$ cat src/rtl/wb_trace_capture.sv
// Captures nonzero write-back samples into a FIFO for CYCLE_LIMIT cycles after a start pulse,
// then drains. Tracks pushed and lost sample counts per window.
module wb_trace_capture #(
    parameter int unsigned DEPTH       = 16,
    parameter int unsigned CYCLE_LIMIT = 427
) (
    input  logic                     Clk,
    input  logic                     Reset,
    input  logic                     start,
    input  logic [31:0]              wr_data,
    input  logic                     rd_ready,
    output logic                     rd_valid,
    output logic [31:0]              rd_data,
    output logic [$clog2(DEPTH):0]   level,
    output logic [15:0]              captured,
    output logic [15:0]              dropped,
    output logic                     overflow,
    output logic                     done
);

    localparam int unsigned AW = $clog2(DEPTH);

    localparam logic [1:0] StIdle    = 2'd0;
    localparam logic [1:0] StCapture = 2'd1;
    localparam logic [1:0] StDrain   = 2'd2;
    localparam logic [1:0] StDone    = 2'd3;

    localparam logic [AW:0]   FullLvl = (AW + 1)'(DEPTH);
    localparam logic [AW:0]   LvlOne  = (AW + 1)'(1);
    localparam logic [AW-1:0] PtrOne  = AW'(1);
    localparam logic [15:0]   LastCnt = 16'(CYCLE_LIMIT - 1);
    localparam logic [15:0]   SatMax  = 16'hffff;

    logic [1:0]    state_q, state_d;
    logic [AW-1:0] wr_ptr_q, rd_ptr_q;
    logic [AW:0]   level_q, level_d;
    logic [15:0]   cnt_q, cnt_d;
    logic [15:0]   captured_q, captured_d;
    logic [15:0]   dropped_q, dropped_d;
    logic          overflow_q, overflow_d;
    logic [31:0]   mem [DEPTH];

    logic pop, push_req, push, drop, full, start_ok, last;

    assign full     = (level_q == FullLvl);
    assign rd_valid = (level_q != '0);
    assign pop      = rd_valid && rd_ready;
    assign push_req = (state_q == StCapture) && (wr_data != 32'd0);
    // A full FIFO still accepts a sample when the head leaves in the same cycle.
    assign push     = push_req && (!full || pop);
    assign drop     = push_req && full && !pop;
    assign start_ok = start && ((state_q == StIdle) || (state_q == StDone));
    assign last     = (cnt_q == LastCnt);

    always_comb begin
        state_d    = state_q;
        cnt_d      = cnt_q;
        captured_d = captured_q;
        dropped_d  = dropped_q;
        overflow_d = overflow_q;
        level_d    = level_q;

        case (state_q)
            StIdle, StDone: if (start) state_d = StCapture;
            StCapture:      if (last) state_d = StDrain;
            StDrain:        if (level_q == '0) state_d = StDone;
            default:        state_d = StIdle;
        endcase

        if (start_ok) begin
            cnt_d      = '0;
            captured_d = '0;
            dropped_d  = '0;
            overflow_d = 1'b0;
        end else begin
            if (state_q == StCapture) cnt_d = cnt_q + 16'd1;
            if (push && (captured_q != SatMax)) captured_d = captured_q + 16'd1;
            if (drop) begin
                overflow_d = 1'b1;
                if (dropped_q != SatMax) dropped_d = dropped_q + 16'd1;
            end
        end

        if (push && !pop) begin
            level_d = level_q + LvlOne;
        end else if (pop && !push) begin
            level_d = level_q - LvlOne;
        end
    end

    always_ff @(posedge Clk or negedge Reset) begin
        if (!Reset) begin
            state_q    <= StIdle;
            wr_ptr_q   <= '0;
            rd_ptr_q   <= '0;
            level_q    <= '0;
            cnt_q      <= '0;
            captured_q <= '0;
            dropped_q  <= '0;
            overflow_q <= 1'b0;
        end else begin
            state_q    <= state_d;
            level_q    <= level_d;
            cnt_q      <= cnt_d;
            captured_q <= captured_d;
            dropped_q  <= dropped_d;
            overflow_q <= overflow_d;
            if (push) wr_ptr_q <= wr_ptr_q + PtrOne;
            if (pop)  rd_ptr_q <= rd_ptr_q + PtrOne;
        end
    end

    // Storage is not reset; only the pointers define valid contents.
    always_ff @(posedge Clk) begin
        if (push) mem[wr_ptr_q] <= wr_data;
    end

    assign rd_data  = mem[rd_ptr_q];
    assign level    = level_q;
    assign captured = captured_q;
    assign dropped  = dropped_q;
    assign overflow = overflow_q;
    assign done     = (state_q == StDone);

endmodule

$ cat config.mk
export PLATFORM = sky130hd
export DESIGN_NAME = wb_trace_capture
export DESIGN_NICKNAME = d
export VERILOG_FILES = /design/src/rtl/wb_trace_capture.sv
export SDC_FILE = /design/constraint.sdc
export NUM_CORES = 1
export LEC_CHECK = 0
export CORE_MARGIN = 2
export CORE_UTILIZATION = 40
export CTS_CLUSTER_DIAMETER = 30
export DETAILED_ROUTE_END_ITERATION = 12
export GPL_TIMING_DRIVEN = 0
export PLACE_DENSITY_LB_ADDON = 0.05
export SYNTH_ARGS = -nofsm -noshare
export SYNTH_HDL_FRONTEND = slang
export SYNTH_SLANG_ARGS = --single-unit
$ cat constraint.sdc
create_clock -name Clk -period 5 [get_ports Clk]
set_input_delay 1 -clock Clk [delete_from_list [all_inputs] [get_ports Clk]]
set_output_delay 1 -clock Clk [all_outputs]
set_load 0.05 [all_outputs]
### After elaboration in Yosys (flattened, before gate mapping)

Memories as Yosys holds them, arrays and structs flattened.
Index checks and enable logic that the tools add are counted.

| storage, ports and cells | value |
|---|---|
| flip-flop bits (word level) | 64 |
| memory bits (writable) | 512 |
| input bits | 36 |
| output and inout port bits | 72 |
| memories | 1 |

| operators by class | value |
|---|---|
| add/sub/neg operators | 7 |
| equality and inequality tests | 10 |
| mux-type cells | 17 |
| reduce and logical (&&, ||, !) cells | 26 |

Memories:

| name | depth | bits a word | rd ports | clocked after Yosys merged registers in | wr ports | line | source |
|---|---|---|---|---|---|---|---|
| mem | 16 | 32 | 1 | 0 | 1 | 41 | `logic [31:0] mem [DEPTH];` |

Operators by type and width:

| operator | count |
|---|---|
| 2-to-1 mux 16 bit | 7 |
| adder 16 x 1 -> 16 bit, second input constant | 3 |
| inequality test 16 bit, second input constant | 2 |
| nonzero test 32 bit | 1 |
| == test 16 x 9 -> 1 bit, second input constant | 1 |
| 2-to-1 mux 5 bit | 2 |
| nonzero test 2 bit | 5 |
| logical AND 1 bit | 9 |
| adder 4 x 1 -> 4 bit, second input constant | 2 |
| 2-to-1 mux 2 bit | 3 |
| inequality test 2 bit, second input constant | 3 |
| case mux 2 bit (3 select lines) | 1 |
| adder 5 x 1 -> 5 bit, second input constant | 1 |
| == test 5 bit, second input constant | 1 |
| logical NOT 5 bit | 1 |
| nonzero test 5 bit | 1 |
| subtractor 5 x 1 -> 5 bit, second input constant | 1 |
| == test 2 bit, second input constant | 2 |
| 2-to-1 mux 1 bit | 4 |
| logical NOT 1 bit | 3 |
| AND reduction 3 bit | 1 |
| == test 2 x 1 -> 1 bit, second input constant | 1 |
| logical NOT 2 bit | 1 |
| logical OR 1 bit | 2 |
| 2 further kinds | 2 |

### Depth between registers and ports, before layout

| logic depth | value |
|---|---|
| word-level depth | 8 |
| gate-level depth with buffers | 14 |

### Worst setup path after synthesis

Ideal clock, no wire load.

| timing | value |
|---|---|
| path kind | in2reg |
| start | in wr_data[28] |
| end | mem mem[3][0] (enable) |
| arrival | 3.843 ns |
| required time | 4.539 ns |
| path slack | 0.696 ns |
| stages | 5 |
| buffers on the path | 0 |
| cell sequence | nor4_1 -> nand4_1 -> o21a_1 -> nand3_1 -> nor3_1 |

| on the way | value |
|---|---|
| word-level cells in the longest chain between the ends | 5 |

RTL lines:

| what | line | source |
|---|---|---|
| start: declaration | 10 | `input logic [31:0] wr_data,` |
| nonzero test 32 bit | 48 | `assign push_req = (state_q == StCapture) && (wr_data != 32'd0);` |
| logical AND 1 bit | 48 |  |
| logical AND 1 bit | 50 | `assign push = push_req && (!full \|\| pop);` |
| 2-to-1 mux 1 bit | 115 | `if (push) mem[wr_ptr_q] <= wr_data;` |
| 2-to-1 mux 1 bit (not written as such) | 115 |  |
| end: declaration | 41 |  |

Every way passes these cells.

### Worst setup path in the final report

| timing | value |
|---|---|
| start | reg rd_ptr_q[1] |
| end | out rd_data[19] |

| on the way | value |
|---|---|
| word-level cells in the longest chain between the ends | 1 |

RTL lines:

| what | line | source |
|---|---|---|
| start: declaration | 35 | `logic [AW-1:0] wr_ptr_q, rd_ptr_q;` |
| start signal: assignment | 109 | `if (pop) rd_ptr_q <= rd_ptr_q + PtrOne;` |
| memory read (16 x 32 bit) | - |  |
| end: declaration | 13 | `output logic [31:0] rd_data,` |

Every way passes these cells.

==> metrics.txt <==
clk buf depth=3; Hold Crit Class=primary input to async pin; Logic pwr share=28.9%; FF-to-FF setup slack=1660 ps; Syn Area/Cell=20.70 µm²; crit path kind=flop to output port; layout cells sized above 1=30.21%; PortBufs=107; Net Count, Synth=1,163; net total in the final layout=1,426; clk root buf=clkbuf_16; Max Cap Violations=0; Area growth syn-to-layout=29.70%; FF+latch count, synth=576; max frequency=0.2054 GHz; YS warnings=0; antenna violations before repair=2; Die Y=243.5 µm; measured slew at the worst slew-check pin=984.8 ps; Initial DRT Pass Iterations=5; Net Switching=6.230 mW; final count of hold timing violations=0; clock-pin slew on the worst setup and hold paths=40 ps; Routed Wire Length=56,980 µm; first-pass GRT wire length=84,900 µm; area occupied by multi-input gates=5737 µm²; Tmin final=4868 ps; Worst R2R End=level[4]; R2R cell count=14; setup repair after global routing missed its margin=no; most frequent cells in the layout=512 x edfxtp_1, 160 x mux4_2, 132 x clkbuf_16, 105 x clkdlybuf4s50_1, 64 x dfrtp_1; largest net degree at the start of global routing=52; H-tree lvl count=4; gate count after technology mapping=1,109; gp weighted congestion=0.7935; register area=16,980 µm²; crit-path max cell delay=730 ps; Crit path required time=4000 ps; Final ANT Viol Nets=0; Leakage=10.09 nW; grt ovf=0; Remaining DRCs=0; Slew headroom=34.35%; status=completed; Total Routing Usage GR=19.87%; Tcrit/Tclk final=97.36%; die area=59,310 µm²; Worst Path Arrival=3870 ps; critical path fanouts, max=10; P per Cell Area=665.3 nW/µm²; Initial Util=40.55%; vias in the first global route=12,860; ant diodes=0; initial drt markers=959; drt wl/cell=25.56 µm; most frequent CP cell=mux4_2; Row Count=87; Inserted Clock Buffers=132; vias per cell=5.435; Critical Path Sink Type=output port; CP startpoint kind=flop; Worst R2R Start=state_q[1]; CTS Hold Buffers Added=0; die width=243.5 µm; Internal Dissipation=13.58 mW; final setup fails=0; Flop pwr share=29.7%; CORE AREA=56,600 µm²; HPWL Detailed=34,120 µm; commonest non-fill, non-tap cell in the layout=edfxtp_1; asr flop ratio synth=11.11%; Post-synth EDFFs=512; Final Max Slew Viols=0; Num Clock Sinks=576; Worst VDD drop=619.2 µV; worst-path cell with the longest stage delay=clkdlybuf4s50_1; vias=12,120; worst path cell trace=clkbuf_1 -> clkbuf_2 -> mux4_2 -> mux4_2 -> clkdlybuf4s50_1; Skew-Pair Late Insertion Delay=700 ps; mapped cell area=22,950 µm²; Sw Share=31.45%; clock power share=41.4%; Most used DFF post-synth=edfxtp_1; register area share after synthesis=73.96%; Ports=108; tightest hold margin=180.7 ps; TritonCTS clock tree=built; Final Skew=23.27 ps; Cell variety after synth=56; Final Util=52.60%; fill count=4,550
==> cells by family (layout without fill, tap and decap cells) <==
logic type	after synthesis	after routing	share of synthesized area, %
and+or+nand+nor	187	187	4.666
xor gates and xnor gates	23	23	0.8776
muxes	167	167	16.02
DFF	576	576	73.96
adders and majority gates	18	18	1.014
AOI/OAI and AO/OA	72	72	2.213
buffers and inverters	66	430	1.248
==> Yosys cell counts, types with 16 or more instances <==
master,number,area [µm²]
a21oi_1,20,100.1
and3_1,19,118.9
buf_2,16,80.08
clkbuf_1,29,108.9
dfrtp_1,64,1602
edfxtp_1,512,15370
ha_1,17,212.7
mux4_2,160,3603
nand2_1,22,82.58
nand3_1,25,125.1
nand4_1,17,106.4
nor2_1,25,93.84
==> metal layers <==
metal	vias up	track usage [%]	routed length (µm)
met2	315	30.95	27360
met1	6475	27.47	25710
met4	4	5.954	871
met5	-	0	27
li1	5245	-	-
met3	76	5.464	3010
==> worst max path at each step <==
stage,start,endpoint,slack (ps),cells after the start
floorplan,wr_data[28],mem[3][0],700,5
global placement,wr_data[15],mem[3][8],-3880,6
detailed placement,wr_data[1],level[4],-750,14
CTS,wr_data[1],level[4],1,14
global route,rd_ptr_q[0],rd_data[12],3,6
finish,rd_ptr_q[1],rd_data[19],130,5
==> worst max-delay path, delay by kind of cell (launching register included) <==
| kind | cells | cell delay [ps] |
|---|---|---|
| buffers and inverters | 3 | 1790 |
| flip-flops | 1 | 450 |
| multiplexers | 2 | 930 |
==> metrics by stage <==
step | area, µm² | TNS (ps) | cells | total power [mW] | setup WS, ps
after global placement | 24970 | -553200 | 1972 | 11.69 | -3884
after CTS | 29740 | 0 | 2227 | 20.10 | 1.275
after floorplan | 22950 | 0 | 1109 | 9.818 | 695.9
after detailed placement | 25380 | -30550 | 1992 | 11.78 | -749.1
final | 29770 | 0 | 2229 | 19.81 | 132.1
after global routing | 29770 | 0 | 2229 | 20.61 | 3.441
==> flip-flops by register name, summed over array words and instances, names as in the netlist <==
signal	cells
overflow	1
wr_ptr_q	4
state_q	2
cnt_q	16
rd_ptr_q	4
level	5
dropped	16
captured	16
mem	512
==> area by class of cell <==
cell class | instances | share of cell area (%)
flip-flops and latches | 576 | 57.02
inverters | 12 | 0.1513
clock buffers | 154 | 11.41
repair buffers | 129 | 4.900
multi-input cells | 467 | 19.27
plain buffers | 54 | 1.000
clock inverters | 81 | 3.072
well taps | 756 | 3.177
==> power by group through the flow <==
stage	registers (mW)	clock network [mW]	logic (mW)
6_report	5.88	8.21	5.72
5_1_grt	5.92	8.62	6.07
4_1_cts	5.88	8.36	5.87
3_5_place_dp	5.96	0	5.82
3_3_place_gp	5.98	0	5.71
2_1_floorplan	6.02	0	3.79
==> what timing repair did <==
| item | CTS | global route |
|---|---|---|
| setup buffers | 0 | 2 |
| resized for setup | 23 | 8 |
| gates cloned | 0 | 0 |
| setup endpoints to repair | 32 | 19 |
| pin swaps | 0 | 1 |
No activity file was read; power rests on OpenSTA's default activity.
==> RTL change 1 (config.mk and constraints unchanged) <==
Register the output `captured` once more, without a reset; this adds one clock of latency there. The other outputs are not delayed to match.
--- a/src/rtl/wb_trace_capture.sv
+++ b/src/rtl/wb_trace_capture.sv
@@ -117,7 +117,9 @@
 
     assign rd_data  = mem[rd_ptr_q];
     assign level    = level_q;
-    assign captured = captured_q;
+    always_ff @(posedge Clk) begin
+        captured <= captured_q;
+    end
     assign dropped  = dropped_q;
     assign overflow = overflow_q;
     assign done     = (state_q == StDone);
Check against the original RTL: not equivalent (a bounded check fails within 4 cycles, from zero or initial values and one cycle with Reset low).
==> RTL change 1 against the original RTL <==
  * Non-clock buffer count grew 5
  * Combinational power grew 14%
  * Clock skew shrank 0.0076 ns
  * Global-route usage grew 0.42 points
  * Clock power grew 5.7%
  * Total power grew 11%
  * Area after synthesis grew 1.5%
  * Count of clock-buffer cells in the layout grew 10
  * Cell area grew 1.9%
  * Sequential cell count grew 16
  * Routed wire length grew 3.2%
  * Hold slack lost 0.033 ns
  * Setup slack gained 0.079 ns
==> RTL change 1: results (changes against the original RTL) <==
[metrics] result of the run: finished clean (unchanged)
[metrics] number of enable-type register cells in the synthesized netlist: 512 (unchanged)
[metrics] Inst Count DP: 2024 (was 1992)
[metrics] most numerous cell types in the synthesized netlist: sky130_fd_sc_hd__edfxtp_1 (512), sky130_fd_sc_hd__mux4_2 (160), sky130_fd_sc_hd__dfrtp_1 (64) (unchanged)
[metrics] total nets after synthesis: 1186 (was 1163)
[metrics] routed wirelength normalized by instance count: 26.0 um (was 25.6 um)
[metrics] detailed-route via count: 12.2k (was 12.1k)
[metrics] maximum ir drop on the vdd rail: 0.000459 V (was 0.000619 V)
[metrics] sum of net half-perimeters after detailed placement: 35300 um (was 34100 um)
[metrics] flip-flop count of the largest register, all copies and words added: 512 (unchanged)
[metrics] number of antenna violations at the first check in global routing: 3 (was 2)
[metrics] share of flip-flops with an asynchronous set or reset: 10.8% (was 11.1%)
[metrics] input/output buffers: 107 (unchanged)
[metrics] number of levels the H-tree was split into: 4 (unchanged)
[metrics] total clock buffers created by CTS: 131 (was 132)
[metrics] signal arrival time at the worst endpoint: 3.79 ns (was 3.87 ns)
[metrics] Placement Setup Slack: -0.641 ns (was -0.749 ns)
[metrics] total of fill cells in the finished design: 4669 (was 4550)
[metrics] number of instances in the synthesized netlist: 1132 (was 1109)
[metrics] CTS root buffer: sky130_fd_sc_hd__clkbuf_16 (unchanged)
[metrics] top cells by area, synth: sky130_fd_sc_hd__edfxtp_1 (66%), sky130_fd_sc_hd__mux4_2 (15%), sky130_fd_sc_hd__dfrtp_1 (6.9%) (was sky130_fd_sc_hd__edfxtp_1 (67%), sky130_fd_sc_hd__mux4_2 (16%), sky130_fd_sc_hd__dfrtp_1 (7.0%))
[metrics] total routing usage reported by global routing: 20.3% (was 19.9%)
[metrics] vias in the first global route: 13.1k (was 12.9k)
[metrics] leakage power figure: 10.4 nW (was 10.1 nW)
[metrics] Inserted Diodes: 0 (unchanged)
[metrics] worst-case clock skew: 0.0157 ns (was 0.0233 ns)
[metrics] ratio of cells with drive above 1 in the final layout: 29.6% (was 30.2%)
[metrics] Layout Nets: 1448 (was 1426)
[metrics] number of DRC markers after the initial detailed-route iteration: 949 (was 959)
[metrics] global-route wire length before repair: 86900 um (was 84900 um)
[metrics] Total Routed Length: 58800 um (was 57000 um)
[metrics] Hold/Removal Path Class: primary input to async pin (unchanged)
[metrics] relative slew slack: 19.2% (was 34.3%)
[metrics] fraction of the yosys area taken by sequential cells: 74.2% (was 74.0%)
[metrics] latest clock arrival within the worst-skew pair: 0.69 ns
[metrics] worst-path maximum fanout: 10 (unchanged)
[metrics] final RePlAce weighted congestion: 0.773 (was 0.794)
[metrics] total placed instance area: 0.0258 sq mm (was 0.0254 sq mm)
[metrics] largest net degree at the start of global routing: 57 (was 52)
RTL change 1: timing repair:
action | CTS | global route
gates resized for setup | 10 | 2
setup buffers | 0 | 2
endpoints found under the setup margin | 32 | 2
pin swaps | 0 | 1
RTL change 1: area by class of cell:
cell class	count	area share, %
repair buffers	129	4.85
multi-input cells	466	18.9
flip-flops and latches	592	57.0
inverters	15	0.186
clock inverters	72	3.05
clock buffers	164	11.9
plain buffers	59	0.966
well taps	765	3.16
RTL change 1: logic make-up after synthesis:
kind of cell               Yosys count  synth area share [%]
AOI/OAI and AO/OA                   83                  2.34
adders and majority gates           18                 0.998
DFF                                592                  74.2
muxes                              168                  15.8
and+or+nand+nor                    176                  4.41
buffers and inverters               74                  1.44
xor gates and xnor gates            21                 0.789
RTL change 1: worst paths after layout:
| check | startpoint | to | slack [ns] | cells past startpoint |
|---|---|---|---|---|
| worst min-delay path | Reset | dropped[4] | 0.15 | 1 |
| min in group Clk | captured_q[13] | captured[13] | 0.43 | 0 |
| worst max-delay path | rd_ptr_q[1] | rd_data[30] | 0.21 | 5 |
| max in group asynchronous | Reset | rd_ptr_q[3] | 4.30 | 2 |
| worst max register to register | state_q[1] | level[4] | 1.56 | 15 |
| worst min register to register | captured_q[13] | captured[13] | 0.43 | 0 |
RTL change 1: metal layers:
metal	global-route usage, %	part of all wire (%)
met4	6.56	1.7
met1	27.4	45
met5	0	0.070
met3	5.05	4.6
met2	32.5	49
RTL change 1: worst max-delay path: stages, from the launching register on:
cell	delay, ns
sky130_fd_sc_hd__dfrtp_1	0.48
sky130_fd_sc_hd__clkbuf_1	0.49
sky130_fd_sc_hd__clkbuf_2	0.47
sky130_fd_sc_hd__mux4_2	0.40
sky130_fd_sc_hd__mux4_2	0.53
sky130_fd_sc_hd__clkdlybuf4s50_1	0.73
RTL change 1: where the power goes:
group	leakage, nW	total, mW	switching, mW	internal (mW)
registers	5.58	6.70	0.308	6.39
logic	2.61	6.53	3.92	2.61
clock network	2.18	8.68	2.64	6.04
RTL change 1: metrics by stage:
| stage | utilization, % | hold WS [ns] |
|---|---|---|
| finish | 52.6 | 0.147 |
| global route | 52.6 | 0.116 |
| CTS | 52.5 | 0.0958 |
| detailed placement | 44.6 | 0.414 |
| global placement | 43.9 | 0.420 |
| floorplan | - | 0.382 |
==> RTL change 2 (same flow settings) <==
Made on the original files. Set the parameter `DEPTH` to 32 (it was 16).
--- a/src/rtl/wb_trace_capture.sv
+++ b/src/rtl/wb_trace_capture.sv
@@ -1,7 +1,7 @@
 // Captures nonzero write-back samples into a FIFO for CYCLE_LIMIT cycles after a start pulse,
 // then drains. Tracks pushed and lost sample counts per window.
 module wb_trace_capture #(
-    parameter int unsigned DEPTH       = 16,
+    parameter int unsigned DEPTH       = 32,
     parameter int unsigned CYCLE_LIMIT = 427
 ) (
     input  logic                     Clk,
Ports: changed (resized level); port bits go from 108 to 109. The function was not compared with the original's and may differ.
==> RTL change 2 against the original RTL <==
  * Critical path depth rose by 2
  * Routed wire length rose by 110%
  * Setup slack got worse by 0.062 ns
  * Clock power rose by 110%
  * Total power rose by 90%
  * Largest cell class unchanged
  * Sequential cell count rose by 515
  * Core utilization fell by 0.41 points
  * Register-to-register slack got worse by 0.72 ns
  * Cell area rose by 87%
  * Area after synthesis rose by 87%
==> RTL change 2: results (changes against the original RTL) <==
[metrics] result of the run: finished clean (unchanged)
[metrics] top cells by area, synth: sky130_fd_sc_hd__edfxtp_1 (72%), sky130_fd_sc_hd__mux4_2 (15%), sky130_fd_sc_hd__dfrtp_1 (3.9%) (was sky130_fd_sc_hd__edfxtp_1 (67%), sky130_fd_sc_hd__mux4_2 (16%), sky130_fd_sc_hd__dfrtp_1 (7.0%))
[metrics] number of antenna violations at the first check in global routing: 4 (was 2)
[metrics] number of detailed-route iterations in the first pass: 7 (was 5)
[metrics] final critical-path setup slack: 0.0700 ns (was 0.132 ns)
[metrics] leakage power figure: 18.7 nW (was 10.1 nW)
[metrics] met1 capacity usage during global routing: 30.3% (was 27.5%)
[metrics] met2 layer usage reported by global route: 36.3% (was 30.9%)
[metrics] share of flip-flops with an asynchronous set or reset: 6.14% (was 11.1%)
[metrics] ratio of cells with drive above 1 in the final layout: 33.3% (was 30.2%)
[metrics] sum of net half-perimeters after detailed placement: 76500 um (was 34100 um)
[metrics] Critical Path Start: rd_ptr_q[4] (was rd_ptr_q[1])
[metrics] final RePlAce weighted congestion: 0.758 (was 0.794)
[metrics] depth of the worst register-to-register path: 7 (was 14)
[metrics] latest clock arrival within the worst-skew pair: 0.85 ns (was 0.70 ns)
[metrics] Inst Count DP: 3527 (was 1992)
[metrics] number of levels the H-tree was split into: 5 (was 4)
[metrics] global-route wire length before repair: 172000 um (was 84900 um)
[metrics] vias in the first global route: 24.2k (was 12.9k)
[metrics] number of DRC markers after the initial detailed-route iteration: 1903 (was 959)
[metrics] Slowest cell on crit path: sky130_fd_sc_hd__clkbuf_1 (was sky130_fd_sc_hd__clkdlybuf4s50_1)
[metrics] total clock buffers created by CTS: 277 (was 132)
[metrics] met3 wire length: 5380 um (was 3010 um)
[metrics] uppermost layer routed: met4 (was met5)
[metrics] flip-flop count of the largest register, all copies and words added: 1024 (was 512)
[metrics] number of enable-type register cells in the synthesized netlist: 1024 (was 512)
[metrics] signal arrival time at the worst endpoint: 3.93 ns (was 3.87 ns)
[metrics] number of distinct library cell variants in the gate-level netlist after synthesis: 54 (was 56)
[metrics] worst-case clock skew: 0.0524 ns (was 0.0233 ns)
[metrics] routed wirelength normalized by instance count: 29.9 um (was 25.6 um)
[metrics] met2 wire len: 59300 um (was 27400 um)
[metrics] Crit Reg-Reg Endpoint: mem[27][11] (was level[4])
RTL change 2: what timing repair did:
action,CTS,global route
hold buffers,0,0
pin swaps,1,0
gates resized for setup,122,24
buffers inserted,2,0
endpoints found under the setup margin,141,105
RTL change 2: worst register-to-register path, cell delays in order (launching register included):
cell and delay (ns):
sky130_fd_sc_hd__dfrtp_1 0.41, sky130_fd_sc_hd__inv_1 0.09, sky130_fd_sc_hd__ha_1 0.32, sky130_fd_sc_hd__buf_1 0.49, sky130_fd_sc_hd__o21a_1 0.40, sky130_fd_sc_hd__nand3_1 0.72
sky130_fd_sc_hd__nor2_4 0.98, sky130_fd_sc_hd__buf_12 0.28
RTL change 2: stage by stage:
stage | cell area, sq um | hold slack [ns] | utilization (%)
2_1_floorplan | 42900 | 0.511 | -
3_3_place_gp | 45700 | 0.499 | 42.8
3_5_place_dp | 46600 | 0.505 | 43.7
4_1_cts | 55700 | 0.0713 | 52.1
5_1_grt | 55700 | 0.0965 | 52.2
6_report | 55700 | 0.0937 | 52.2
RTL change 2: cell type report:
class	instances	area share, %
Buffer	102	1.22
Clock buffer	327	13.0
Clock inverter	149	2.98
Inverter	18	0.121
Multi-Input combinational cell	770	18.2
Sequential cell	1091	58.2
Tap cell	1403	3.15
Timing Repair Buffer	143	3.19
RTL change 2: cells by family (layout without fill, tap and decap cells):
kind of cell,after synthesis,in the layout,synth area share (%)
flops,1091,1091,75.6
simple gates,216,216,2.68
xor+xnor,23,23,0.470
fa+ha+maj,20,20,0.601
mux,360,360,16.8
compound gates,151,151,2.41
buf+inv,122,739,1.44
RTL change 2: power by group:
| group | total, mW | switching (mW) | internal, mW |
|---|---|---|---|
| sequential | 10.7 | 0.197 | 10.5 |
| clock | 16.9 | 5.14 | 11.8 |
| combinational | 9.87 | 6.06 | 3.81 |
